$ cat config.mk
export PLATFORM = sky130hd
export DESIGN_NAME = dbf_line_sequencer
export DESIGN_NICKNAME = d
export VERILOG_FILES = /design/src/rtl/dbf_line_sequencer_pkg.sv /design/src/rtl/dbf_phase_timer.sv /design/src/rtl/dbf_line_sequencer.sv
export SDC_FILE = /design/constraint.sdc
export NUM_CORES = 1
export LEC_CHECK = 0
export BUFFER_PORTS_ARGS = -buffer_cell sky130_fd_sc_hd__buf_4
export CAP_MARGIN = 10
export CELL_PAD_IN_SITES_DETAIL_PLACEMENT = 1
export CELL_PAD_IN_SITES_GLOBAL_PLACEMENT = 2
export CORE_ASPECT_RATIO = 0.75
export CORE_MARGIN = 1
export CORE_UTILIZATION = 35
export DETAILED_ROUTE_END_ITERATION = 12
export HOLD_SLACK_MARGIN = 0.1
export PLACE_DENSITY_LB_ADDON = 0.2
export SYNTH_ARGS = -nofsm -noshare
export SYNTH_HDL_FRONTEND = slang
export SYNTH_HIERARCHICAL = 1
export SYNTH_SLANG_ARGS = --single-unit
$ cat constraint.sdc
create_clock -name clk -period 5.4 [get_ports clk]
set_input_delay 0.54 -clock clk [delete_from_list [all_inputs] [get_ports clk]]
set_output_delay 0.54 -clock clk [all_outputs]
set_load 0.05 [all_outputs]
$ cat src/rtl/dbf_line_sequencer_pkg.sv
// Shared widths and FSM state encoding for the per-line beamformer sequencer.
package dbf_line_sequencer_pkg;
    localparam int ADDR_WD_DEF = 10;
    localparam int CNT_WD_DEF  = 16;
    localparam int LINE_WD_DEF = 8;

    typedef enum logic [2:0] {
        ST_IDLE = 3'd0,
        ST_LOAD = 3'd1,
        ST_TX   = 3'd2,
        ST_RX   = 3'd3,
        ST_GAP  = 3'd4
    } seq_state_e;
endpackage

$ cat src/rtl/dbf_phase_timer.sv
// Loadable down-counter; tc flags the last cycle of a phase (count == 1).
module dbf_phase_timer #(
    parameter int CNT_WD = 16
) (
    input  logic              clk,
    input  logic              rst_n,
    input  logic              load,
    input  logic [CNT_WD-1:0] load_val,
    input  logic              en,
    output logic              tc
);
    localparam logic [CNT_WD-1:0] ONE = 1;

    logic [CNT_WD-1:0] cnt;

    always_ff @(posedge clk) begin
        if (rst_n)
            cnt <= '0;
        else if (load)
            cnt <= load_val;
        else if (en && cnt != '0)
            cnt <= cnt - ONE;
    end

    assign tc = (cnt == ONE);
endmodule

$ cat src/rtl/dbf_line_sequencer.sv
// Scan-line controller: LUT load, TX window, RX window with apodisation index, idle gap.
module dbf_line_sequencer
    import dbf_line_sequencer_pkg::*;
#(
    parameter int ADDR_WD = ADDR_WD_DEF,
    parameter int CNT_WD  = CNT_WD_DEF,
    parameter int LINE_WD = LINE_WD_DEF
) (
    input  logic               clk,
    input  logic               rst_n,
    input  logic               go,
    input  logic               abort,
    input  logic [LINE_WD-1:0] cfg_num_lines,
    input  logic [ADDR_WD:0]   cfg_lut_depth,
    input  logic [CNT_WD-1:0]  cfg_tx_cycles,
    input  logic [CNT_WD-1:0]  cfg_rx_samples,
    input  logic [CNT_WD-1:0]  cfg_gap,
    input  logic               lut_data_valid,
    output logic               lut_data_ready,
    output logic [ADDR_WD-1:0] dbf_lut_addr,
    output logic               dbf_lut_we,
    output logic               tx_en,
    output logic               start,
    output logic [CNT_WD-1:0]  apo_addr,
    output logic [LINE_WD-1:0] line_idx,
    output logic               busy,
    output logic               line_done,
    output logic               frame_done
);
    localparam logic [ADDR_WD:0]   ONE_A = 1;
    localparam logic [CNT_WD-1:0]  ONE_C = 1;
    localparam logic [LINE_WD-1:0] ONE_L = 1;

    seq_state_e state, nxt;

    logic [LINE_WD-1:0] num_lines_q;
    logic [ADDR_WD:0]   depth_q;
    logic [CNT_WD-1:0]  tx_q, rx_q, gap_q;
    logic [ADDR_WD:0]   wcnt;
    logic               ld_q, fd_q;

    logic               t_load, tc;
    logic [CNT_WD-1:0]  t_val;
    logic               latch, set_ld, set_fd, line_end;
    logic               beat, last_beat, last_line, gap_end;

    assign beat      = (state == ST_LOAD) && lut_data_valid && !abort;
    assign last_beat = beat && (wcnt == depth_q - ONE_A);
    assign last_line = (line_idx == num_lines_q - ONE_L);
    assign gap_end   = (state == ST_GAP) && tc && !abort;

    dbf_phase_timer #(.CNT_WD(CNT_WD)) u_timer (
        .clk      (clk),
        .rst_n    (rst_n | abort),
        .load     (t_load),
        .load_val (t_val),
        .en       (state == ST_TX || state == ST_RX || state == ST_GAP),
        .tc       (tc)
    );

    always_ff @(posedge clk) begin
        if (rst_n)
            state <= ST_IDLE;
        else
            state <= nxt;
    end

    always_comb begin
        nxt      = state;
        t_load   = 1'b0;
        t_val    = '0;
        latch    = 1'b0;
        set_ld   = 1'b0;
        set_fd   = 1'b0;
        line_end = 1'b0;
        if (abort) begin
            nxt = ST_IDLE;
        end else begin
            case (state)
                ST_IDLE: if (go) begin
                    latch = 1'b1;
                    if (cfg_num_lines == '0) set_fd = 1'b1;
                    else                     nxt    = ST_LOAD;
                end
                ST_LOAD: if (last_beat) begin
                    nxt    = ST_TX;
                    t_load = 1'b1;
                    t_val  = tx_q;
                end
                ST_TX: if (tc) begin
                    nxt    = ST_RX;
                    t_load = 1'b1;
                    t_val  = rx_q;
                end
                ST_RX: if (tc) begin
                    if (gap_q == '0) begin
                        // no gap: done pulses are registered into the following cycle
                        set_ld   = 1'b1;
                        set_fd   = last_line;
                        line_end = 1'b1;
                        nxt      = last_line ? ST_IDLE : ST_LOAD;
                    end else begin
                        nxt    = ST_GAP;
                        t_load = 1'b1;
                        t_val  = gap_q;
                    end
                end
                ST_GAP: if (tc) begin
                    line_end = 1'b1;
                    nxt      = last_line ? ST_IDLE : ST_LOAD;
                end
                default: nxt = ST_IDLE;
            endcase
        end
    end

    always_ff @(posedge clk) begin
        if (rst_n) begin
            num_lines_q  <= '0;
            depth_q      <= ONE_A;
            tx_q         <= ONE_C;
            rx_q         <= ONE_C;
            gap_q        <= '0;
            wcnt         <= '0;
            dbf_lut_we   <= 1'b0;
            dbf_lut_addr <= '0;
            apo_addr     <= '0;
            line_idx     <= '0;
            ld_q         <= 1'b0;
            fd_q         <= 1'b0;
        end else begin
            if (latch) begin
                num_lines_q <= cfg_num_lines;
                depth_q     <= (cfg_lut_depth == '0) ? ONE_A : cfg_lut_depth;
                tx_q        <= (cfg_tx_cycles == '0) ? ONE_C : cfg_tx_cycles;
                rx_q        <= (cfg_rx_samples == '0) ? ONE_C : cfg_rx_samples;
                gap_q       <= cfg_gap;
            end
            dbf_lut_we   <= beat;
            dbf_lut_addr <= beat ? wcnt[ADDR_WD-1:0] : '0;
            if (abort || last_beat) wcnt <= '0;
            else if (beat)          wcnt <= wcnt + ONE_A;
            apo_addr <= (state == ST_RX && !tc && !abort) ? apo_addr + ONE_C : '0;
            if (abort || latch)              line_idx <= '0;
            else if (line_end && !last_line) line_idx <= line_idx + ONE_L;
            ld_q <= set_ld;
            fd_q <= set_fd;
        end
    end

    assign lut_data_ready = (state == ST_LOAD);
    assign tx_en          = (state == ST_TX);
    assign start          = (state == ST_RX);
    assign busy           = (state != ST_IDLE);
    assign line_done      = ld_q | gap_end;
    assign frame_done     = fd_q | (gap_end && last_line);
endmodule

==> impl_metrics.py <==
metrics = {
    "synthesis": {
        "synth.top_cells.by_count": "157 x nand2_1, 134 x dfxtp_1, 76 x a21oi_1",
        "yosysMostFrequentCell": "nand2_1",
        "syn-num-nets": 900,
        "yosysWarnings": 6,
        "synthFlopType": "dfxtp_1",
        "synth_top_area_share_pct": 40.6,
        "synthTopCellsByArea": "dfxtp_1 41%, nand2_1 8.9%, a21oi_1 5.8%",
        "synth_area_leader_cell": "dfxtp_1",
        "synthArstFlopShare_pct": 0,
        "synth-edff-count": 0,
        "syn_inst": 821,
        "ys_seq_area_share_pct": 40.6,
        "syn-cell-area_sq_um": 6610,
        "synth-seq-cells": 134,
        "avgSynthCellArea_sq_um": 8.05,
        "ys_types": 69,
    },
    "finish": {
        "fin_nets": 985,
        "layout-drive-gt1-share_pct": 18.2,
        "antenna_cells": 0,
        "areaGrowthSynthToFinish_pct": 23.8,
        "fillerInstances": 2223,
    },
    "routing": {
        "drtAntennaViolNets": 0,
        "first_pass_iters": 5,
        "drc": 0,
        "vias_per_cell": 5.42,
        "wl_um": 20800,
        "drtIter0Drc": 303,
        "vias": 6324,
        "wl_per_cell_um": 17.8,
    },
    "worst_setup_path": {
        "crit_required_ns": 5.71,
        "worstReg2RegStart": "u_timer/cnt[8]",
        "cp_max_fo": 21,
        "cp-start-kind": "flop",
        "setup.worst_path.class": "flop to flop",
        "crit_start": "u_timer/cnt[8]",
        "cp-end-kind": "flop",
        "worstPathArrival_ns": 4.74,
    },
    "pwr": {
        "cellPowerDensity_nw_per_um2": 298,
        "power_leakage_nw": 3.09,
        "ir_drop_mv": 0.129,
    },
    "placement": {
        "post-place-ws_ns": 1.08,
        "dp_hpwl_um": 14900,
        "port-buffer-count": 112,
        "gp_congestion": 0.840,
    },
    "global_routing": {
        "grt.total_usage_pct": 21.9,
        "antenna_found_initial": 0,
        "grt_pass1_wl_um": 33600,
        "overflow": 0,
        "grt_pass1_vias": 6488,
        "grt_max_degree": 72,
    },
    "timing": {
        "setup_viol": 0,
        "fin_skew_ns": 0.00976,
        "fin_crit_sh_pct": 82.1,
        "rsz0062_at_grt": "no",
        "fmax_mhz": 225,
        "fin_crit_ns": 4.44,
        "setup_tns_ns": 0,
        "drv_slew": 0,
        "slew_headroom_pct": 34.3,
        "finalHoldViolCount": 0,
        "tightest_slew_ns": 0.984,
        "setup_ws_ns": 0.965,
    },
    "clock_tree": {
        "postCtsSetupBuffers": 0,
        "cts-resized-gates": 0,
        "htreeDepth": 4,
        "cts_sinks": 134,
        "hold_buffers": 0,
        "clockRootBuffer": "clkbuf_16",
        "clk_latency_ns": 0.43,
        "cts-buffers-inserted": 17,
        "cts_tree": "done",
        "cts_buffer_depth": 2,
        "path_clk_slew_ns": 0.06,
    },
    "floorplanning": {
        "die_w_um": 161,
        "coreArea_sq_um": 18500,
        "die_y_um": 121,
        "io_pins": 113,
        "die-area_sq_um": 19400,
        "initial_core_util_pct": 35.7,
        "rows": 43,
    },
    "worst_hold_path": {
        "hp-start": "cfg_gap[14]",
        "hold_class": "primary input to flop",
    },
    "flow_run": {
        "cap_violations": 0,
    },
    "status": {
        "status": "finished, final reports clean",
    },
}
[path summary, 6_finish.rpt]
kind                     endpoint  slack [ns]  cells past startpoint
setup / recovery  u_timer/cnt[10]        0.96                     10
hold / removal          gap_q[14]        0.36                      3
setup reg to reg  u_timer/cnt[10]        0.96                     10
hold reg to reg          tx_q[10]        0.46                      2
[cells in the final DEF, fill, tap and decap left out, types with 4 or more instances in the layout]
master / synthesis / routed
a21oi_1: 76 / 76
a22oi_1: 15 / 15
a311o_1: 4 / 4
a311oi_1: 8 / 8
and2_1: 11 / 11
and3_1: 8 / 8
buf_4: 2 / 117
clkbuf_16: 0 / 17
dfxtp_1: 134 / 134
ha_1: 7 / 7
inv_1: 13 / 13
mux2i_1: 5 / 5
nand2_1: 157 / 157
nand2b_1: 5 / 5
nand3_1: 25 / 25
nand4_1: 13 / 13
nor2_1: 55 / 54
nor2b_1: 9 / 9
nor3_1: 34 / 34
nor4_1: 18 / 18
o211ai_1: 5 / 5
o21ai_0: 12 / 12
o2bb2ai_1: 15 / 15
or3_1: 13 / 13
or4_1: 13 / 13
xnor2_1: 22 / 22
xor2_1: 26 / 26
[metrics by stage]
stage	power (mW)	instances	utilization [%]	instance area, sq um	hold WS [ns]
floorplan	1.17	821	-	6610	0.436
global placement	1.25	1134	41.0	7580	0.443
detailed placement	1.26	1134	41.0	7580	0.453
CTS	2.46	1166	44.2	8190	0.351
global route	2.53	1166	44.2	8190	0.366
finish	2.44	1166	44.2	8190	0.361
[power by group]
part,total (mW),switching (mW),internal (mW)
clock network,1.20,0.471,0.730
registers,1.04,0.0247,1.01
logic,0.196,0.111,0.0849
total,2.44,0.607,1.83
[state kept, by name (all words and copies together) (netlist names)]
signal and cells:
rx_q 16, apo_addr 16, line_idx 8, wcnt 11
u_timer/cnt 16, depth_q 11, gap_q 16, fd_q 1
tx_q 16, num_lines_q 8, dbf_lut_we 1, dbf_lut_addr 10
ld_q 1, state 3
[critical path, cell delays in order (launching register included)]
cell and delay (ns):
dfxtp_1 0.36, or4_1 0.72, nor3_1 0.41, and3_1 0.49, and3_1 0.60, o31a_1 0.57, clkinv_1 0.30, buf_4 0.29
and3_1 0.19, o31a_1 0.10, a311o_1 0.27
[final cells by class]
cell class	instances	area, sq um	share of cell area, %
clock buffer	18	429	5.24
clock inverter	14	175	2.14
inverter	15	56.3	0.688
multi-input combinational	621	3660	44.7
sequential	134	2680	32.8
tap	247	309	3.78
timing repair buffer	117	878	10.7
[cell families (layout without fill, tap and decap cells)]
group                    count (synthesis)  in the layout  synth area share (%)
AO/OA/AOI/OAI                          175            175                  18.0
XOR/XNOR                                48             48                  6.36
adder cells (fa/ha/maj)                  7              7                  1.32
buffers and inverters                   66            164                  4.24
flip-flops                             134            134                  40.6
multiplexers                             5              5                 0.757
AND/OR/NAND/NOR                        386            386                  28.7
[routing by layer]
| layer | part of all wire, % | GRT usage [%] | wire length, um |
|---|---|---|---|
| met1 | 52 | 31.4 | 10800 |
| met2 | 44 | 33.1 | 9060 |
| met3 | 3.9 | 4.65 | 802 |
| met4 | 0.83 | 5.90 | 172 |
| met5 | 0 | 0 | 0 |
Note: power is estimated with default switching activity, not from simulation.
